<file path="config.mk">
export PLATFORM = sky130hd
export DESIGN_NAME = mem_read_arbiter
export DESIGN_NICKNAME = d
export VERILOG_FILES = /design/src/rtl/mem_read_arbiter.sv
export SDC_FILE = /design/constraint.sdc
export NUM_CORES = 1
export LEC_CHECK = 0
export CAP_MARGIN = 25
export CORE_ASPECT_RATIO = 0.8
export CORE_MARGIN = 2
export CORE_UTILIZATION = 35
export DETAILED_ROUTE_END_ITERATION = 12
export GPL_ROUTABILITY_DRIVEN = 0
export PLACE_DENSITY_LB_ADDON = 0.1
export REMOVE_ABC_BUFFERS = 1
export SLEW_MARGIN = 5
export SYNTH_ARGS = -nofsm -noshare
export SYNTH_HDL_FRONTEND = slang
export SYNTH_SLANG_ARGS = --single-unit
</file>
<file path="constraint.sdc">
create_clock -name clk -period 1.8 [get_ports clk]
set_input_delay 0.18 -clock clk [delete_from_list [all_inputs] [get_ports clk]]
set_output_delay 0.18 -clock clk [all_outputs]
set_load 0.02 [all_outputs]
</file>
<file path="src/rtl/mem_read_arbiter.sv">
// Two-master round-robin read arbiter sharing one memory read port.
// One transaction in flight; slave address registered, read data routed combinationally.
module mem_read_arbiter #(
  parameter int DATA_LEN = 32,
  parameter int ADDR_LEN = 32
) (
  input  logic                clk,
  input  logic                rst,
  input  logic                m0_arvalid,
  output logic                m0_arready,
  input  logic [ADDR_LEN-1:0] m0_araddr,
  output logic                m0_rvalid,
  input  logic                m0_rready,
  output logic [2:0]          m0_rresp,
  output logic [DATA_LEN-1:0] m0_rdata,
  input  logic                m1_arvalid,
  output logic                m1_arready,
  input  logic [ADDR_LEN-1:0] m1_araddr,
  output logic                m1_rvalid,
  input  logic                m1_rready,
  output logic [2:0]          m1_rresp,
  output logic [DATA_LEN-1:0] m1_rdata,
  output logic                s_arvalid,
  input  logic                s_arready,
  output logic [ADDR_LEN-1:0] s_araddr,
  input  logic                s_rvalid,
  output logic                s_rready,
  input  logic [2:0]          s_rresp,
  input  logic [DATA_LEN-1:0] s_rdata
);

  typedef enum logic [1:0] {IDLE, ADDR, DATA} state_t;

  state_t              state_reg, state_next;
  logic                s_arvalid_reg, s_arvalid_next;
  logic [ADDR_LEN-1:0] s_araddr_reg, s_araddr_next;
  logic                grant_reg, grant_next;
  logic                last_grant_reg, last_grant_next;
  logic                sel;

  // On a tie the master that did not win last time is selected.
  always_comb begin
    sel = 1'b0;
    if (m0_arvalid && m1_arvalid)
      sel = ~last_grant_reg;
    else if (m1_arvalid)
      sel = 1'b1;
  end

  always_ff @(posedge clk) begin
    if (rst) begin
      state_reg      <= IDLE;
      s_arvalid_reg  <= 1'b0;
      s_araddr_reg   <= '0;
      grant_reg      <= 1'b0;
      last_grant_reg <= 1'b1;
    end else begin
      state_reg      <= state_next;
      s_arvalid_reg  <= s_arvalid_next;
      s_araddr_reg   <= s_araddr_next;
      grant_reg      <= grant_next;
      last_grant_reg <= last_grant_next;
    end
  end

  always_comb begin
    state_next      = state_reg;
    s_arvalid_next  = s_arvalid_reg;
    s_araddr_next   = s_araddr_reg;
    grant_next      = grant_reg;
    last_grant_next = last_grant_reg;
    case (state_reg)
      IDLE: begin
        if (m0_arvalid && m0_arready) begin
          s_araddr_next  = m0_araddr;
          grant_next     = 1'b0;
          s_arvalid_next = 1'b1;
          state_next     = ADDR;
        end else if (m1_arvalid && m1_arready) begin
          s_araddr_next  = m1_araddr;
          grant_next     = 1'b1;
          s_arvalid_next = 1'b1;
          state_next     = ADDR;
        end
      end
      ADDR: begin
        if (s_arvalid_reg && s_arready) begin
          s_arvalid_next = 1'b0;
          state_next     = DATA;
        end
      end
      DATA: begin
        if (s_rvalid && s_rready) begin
          last_grant_next = grant_reg;
          state_next      = IDLE;
        end
      end
      default: state_next = IDLE;
    endcase
  end

  // Handshake outputs are forced low while reset is asserted.
  always_comb begin
    m0_arready = !rst && (state_reg == IDLE) && m0_arvalid && !sel;
    m1_arready = !rst && (state_reg == IDLE) && m1_arvalid && sel;
    m0_rvalid  = !rst && (state_reg == DATA) && !grant_reg && s_rvalid;
    m1_rvalid  = !rst && (state_reg == DATA) && grant_reg && s_rvalid;
    s_rready   = !rst && (state_reg == DATA) && (grant_reg ? m1_rready : m0_rready);
    s_arvalid  = s_arvalid_reg;
    s_araddr   = s_araddr_reg;
    m0_rdata   = s_rdata;
    m1_rdata   = s_rdata;
    m0_rresp   = s_rresp;
    m1_rresp   = s_rresp;
  end

endmodule

</file>
Word-level counts from Yosys, hierarchy flattened
Cells that the tools add are included.

Bits in registers: 37. Logic and storage cells: 52. Input bits: 107. Output and inout bits: 108.

Multiplexer cells: 15. Reductions and logical operators: 26. Eq/ne operators: 5. Bitwise logic cells: 1.

Operators by type and width (count): $mux W32 (2); $logic_and A1 B1 Y1 (16); $mux W2 (4); $mux W1 (7); $pmux W2 S3 (1); $reduce_and A3 Y1 (2); $ne A2 B2 Y1 const B (2); $reduce_and A2 Y1 (2); $reduce_bool A2 Y1 (2); $logic_not A1 Y1 (3); $ne A3 B3 Y1 const B (1); $eq A2 B1 Y1 const B (1); $eq A2 B2 Y1 const B (1); $logic_not A2 Y1 (1); $pmux W1 S2 (1); $not A1 Y1 (1).

Longest topological paths before layout
Word-level depth: 8. Depth in mapped cells: 7. Gate-level depth less buffers: 3.

Worst setup path after synthesis
OpenSTA, ideal clock, no wires.

Path type: register to register. From: register state_reg[0]. To: register grant_reg. Slack: 238 ps. Arrival time: 1425 ps. Required time: 1663 ps. Cell stages (with the launch flop): 6. Path buffers: 2. Clock period less this slack: 1562 ps. Cells stage by stage: dfxtp_1 or3_1 buf_2 buf_6 nor3_2 nor3_1.

Longest elaborated chain between the ends: 7. Elaborated cells on any way between the ends: 11. Those cells by class: mux (1); reduce/logical (10).

Ends and longest elaborated chain: start: declaration (RTL line 34) `state_t state_reg, state_next;`; start signal: assignment (RTL line 58) `state_reg <= state_next;`; $logic_not A2 Y1 (*) (RTL line 104) `m0_arready = !rst && (state_reg == IDLE) && m0_arvalid && !sel;`; $logic_and A1 B1 Y1 (*) (3 in a row) (RTL line 104); net m0_arready (RTL line 10) `output logic m0_arready,`; $logic_and A1 B1 Y1 (*) (RTL line 74) `if (m0_arvalid && m0_arready) begin`; $reduce_bool A2 Y1 (no line); $reduce_and A2 Y1 (no line); end signal: assignment (RTL line 61) `grant_reg <= grant_next;`; end: declaration (RTL line 37) `logic grant_reg, grant_next;`.

The timed path passes the listed nets; every way through them passes the cells marked *. A chain may end at the register's enable or synchronous reset.

Final worst setup path
From: register state_reg[0]. To: register s_araddr_reg[23], in the netlist s_araddr[23].

Longest elaborated chain between the ends: 7. Elaborated cells on any way between the ends: 11. Those cells by class: mux (1); reduce/logical (10).

Ends and longest elaborated chain: $logic_not A2 Y1 (*) (RTL line 72, 104, 105); $logic_and A1 B1 Y1 (RTL line 104, 105); $logic_and A1 B1 Y1 (on tied branches) (2 in a row) (RTL line 104, 105); $logic_and A1 B1 Y1 (on tied branches) (RTL line 74, 79); $reduce_bool A2 Y1 (no line); $reduce_and A2 Y1 (no line); end signal: assignment (RTL line 60) `s_araddr_reg <= s_araddr_next;`; end: declaration (RTL line 36) `logic [ADDR_LEN-1:0] s_araddr_reg, s_araddr_next;`.

Mark *: on every way between the ends. The rest lies on a longest branch, timed or not.

==> flow_metrics.tcl <==
set metrics [dict create \
    slew_violations 0 \
    cp.arrival_ns 1.86 \
    run_status "finished clean" \
    dr_wl_met3_mm 2.28 \
    via_per_inst 5.83 \
    grt_pass1_wl_mm 16.5 \
    syn-cell-area_um2 2890 \
    cp_cell_sequence "or3_2, buf_4, o31ai_2, a311oi_2" \
    cap_violations 0 \
    grt_overflow 0 \
    largest_register_ffs 32 \
    die_w_um 106 \
    post_cts_buffers 0 \
    drive_gt1_share_pct 26.4 \
    clkSlewWorstSetupHoldPaths_ns 0.07 \
    utilization_pct 45.7 \
    path_class "reg2reg" \
    met1_length_mm 4.73 \
    whs_ns 0.274 \
    multi_input_area_um2 1410 \
    layout_commonest_cell "clkdlybuf4s50_1" \
    critPathMaxStageDelay_ns 0.50 \
    grt_usage_pct 24.6 \
    syn_to_final_growth_pct 25.9 \
    cts_tree "done" \
    required_ns 1.94 \
    firstDrtPassIters 4 \
    final_cell_mix "clkdlybuf4s50_1, a21oi_1, dfxtp_1" \
    end_kind "flip-flop" \
    dpl-instance-area_um2 3570 \
    fill_cells 785 \
    grt_max_degree 57 \
    coreArea_um2 7980 \
    holdCritPathClass "in2reg" \
    fin_area_um2 3640 \
    cts_buffers 5 \
    h-tree-depth 2 \
    path_max_fanout 32 \
    stdcell_count 445 \
    syn-instance-count 308 \
    synth_warnings 0 \
    ios 215 \
    vias 2594 \
    period_needed_ns 1.73 \
    yosysSeqAreaShare_pct 25.6 \
    topRoutingLayerUsed "met5" \
    rsz0062_at_grt "false" \
    skew_ns 0.00323 \
    hold_violations 0 \
    drt-total-wl_mm 11.5 \
    max-slew-margin-rel_pct 62.8 \
    start_util_pct 36.3 \
    grt_pass1_vias 2499 \
    synth_seq_cells 37 \
    port-buffer-count 109 \
    drcViolationCount 0 \
    antenna_found_initial 0 \
    power_density_nw_per_um2 654 \
    clk_path_buf_depth 2 \
    fin_crit_sh_pct 95.9 \
    syn-mean-instance-area_um2 9.40 \
    clk_latency_ns 0.28 \
    p_leak_nw 1.18 \
    dp.cells 436 \
    ir_drop_v 0.000296 \
    dp_hpwl_mm 8.14 \
    critPathSlowestCell "or3_2" \
    cts_sinks 37 \
    setup_viol 0 \
    ant_nets 0 \
    synth_cell_type_count 31 \
    tightestPinTransition_ns 0.558 \
    root_buffer "clkbuf_8" \
    worstSetupStartpointType "flip-flop" \
    dieArea_um2 9020 \
    total_power_mw 2.38 \
    wl_met2_mm 4.28 \
    final_nets 443 \
    ctsHoldBuffers 0 \
    die_h_um 85.3 \
    antennaDiodeCount 0 \
    regArea_um2 741 \
    max_freq_mhz 579 \
    wire_per_inst_um 25.8 \
    drt-initial-drc-count 178 \
    num_rows 29 \
]
==> power by group <==
part	total [mW]	switching (mW)	internal, mW
registers	0.938	0.0444	0.894
clock network	0.571	0.295	0.276
logic	0.875	0.440	0.435
total	2.38	0.779	1.61
==> repair_timing <==
action	CTS	global route
endpoints found under the setup margin	5	7
gates cloned	0	1
gates resized for setup	7	1
==> worst paths after layout <==
check | slack [ns] | to | from | depth (start not counted)
worst max-delay path | 0.07 | s_araddr[23]$_SDFFE_PP0P_ | state_reg[0]$_SDFFE_PP0P_ | 4
worst min-delay path | 0.27 | state_reg[1]$_SDFFE_PP0P_ | rst | 3
worst max register to register | 0.07 | s_araddr[23]$_SDFFE_PP0P_ | state_reg[0]$_SDFFE_PP0P_ | 4
worst min register to register | 0.52 | s_araddr[25]$_SDFFE_PP0P_ | s_araddr[25]$_SDFFE_PP0P_ | 2
==> synthesized netlist by cell type, drive strengths merged <==
cell type | count | area [um^2]
nand2b | 1 | 6.26
nor3 | 3 | 25.0
mux2i | 1 | 10.0
clkbuf | 16 | 60.1
inv | 4 | 15.0
nor2 | 3 | 11.3
a21oi | 37 | 185
nand2 | 5 | 18.8
and3 | 1 | 6.26
nand3 | 1 | 5.00
a311oi | 32 | 455
dfxtp | 37 | 741
o31ai | 32 | 380
nand4bb | 1 | 11.3
or3 | 1 | 6.26
nor3b | 1 | 7.51
or2 | 1 | 6.26
o211ai | 1 | 7.51
a21bo | 1 | 10.0
buf | 91 | 688
nand4 | 32 | 200
o21ai | 2 | 10.0
and2 | 1 | 8.76
nor2b | 3 | 18.8
==> critical path, delay by kind of cell, from the launching register on <==
kind,cells,cell delay [ns]
flip-flops,1,0.31
buffers and inverters,1,0.30
AND/OR/NAND/NOR,1,0.50
AO/OA/AOI/OAI,2,0.43
==> layout make-up <==
type | count | area share (%)
multi-input cells | 161 | 38.8
repair buffers | 127 | 34.6
flip-flops and latches | 37 | 20.3
well taps | 108 | 3.71
clock buffers | 8 | 2.20
inverters | 4 | 0.412
==> per-stage QoR <==
step	worst slack (ns)	TNS (ns)
final	0.0732	0
after CTS	0.00626	0
after global placement	-0.0244	-0.0244
after detailed placement	-0.0682	-1.74
after floorplan	-1.44	-50.84
after global routing	0.0191	0
==> routing by layer <==
| metal | track usage (%) | up-vias |
|---|---|---|
| met4 | 3.59 | 4 |
| li1 | - | 1157 |
| met5 | 11.5 | - |
| met3 | 21.1 | 18 |
| met1 | 31.8 | 1196 |
| met2 | 29.9 | 219 |
==> kinds of logic after synthesis <==
family,share of synthesized area (%)
flip-flops,25.6
AO/OA/AOI/OAI,36.2
buffers and inverters,26.4
AND/OR/NAND/NOR,11.5
multiplexers,0.346
Power figures use the tool's default switching activity.
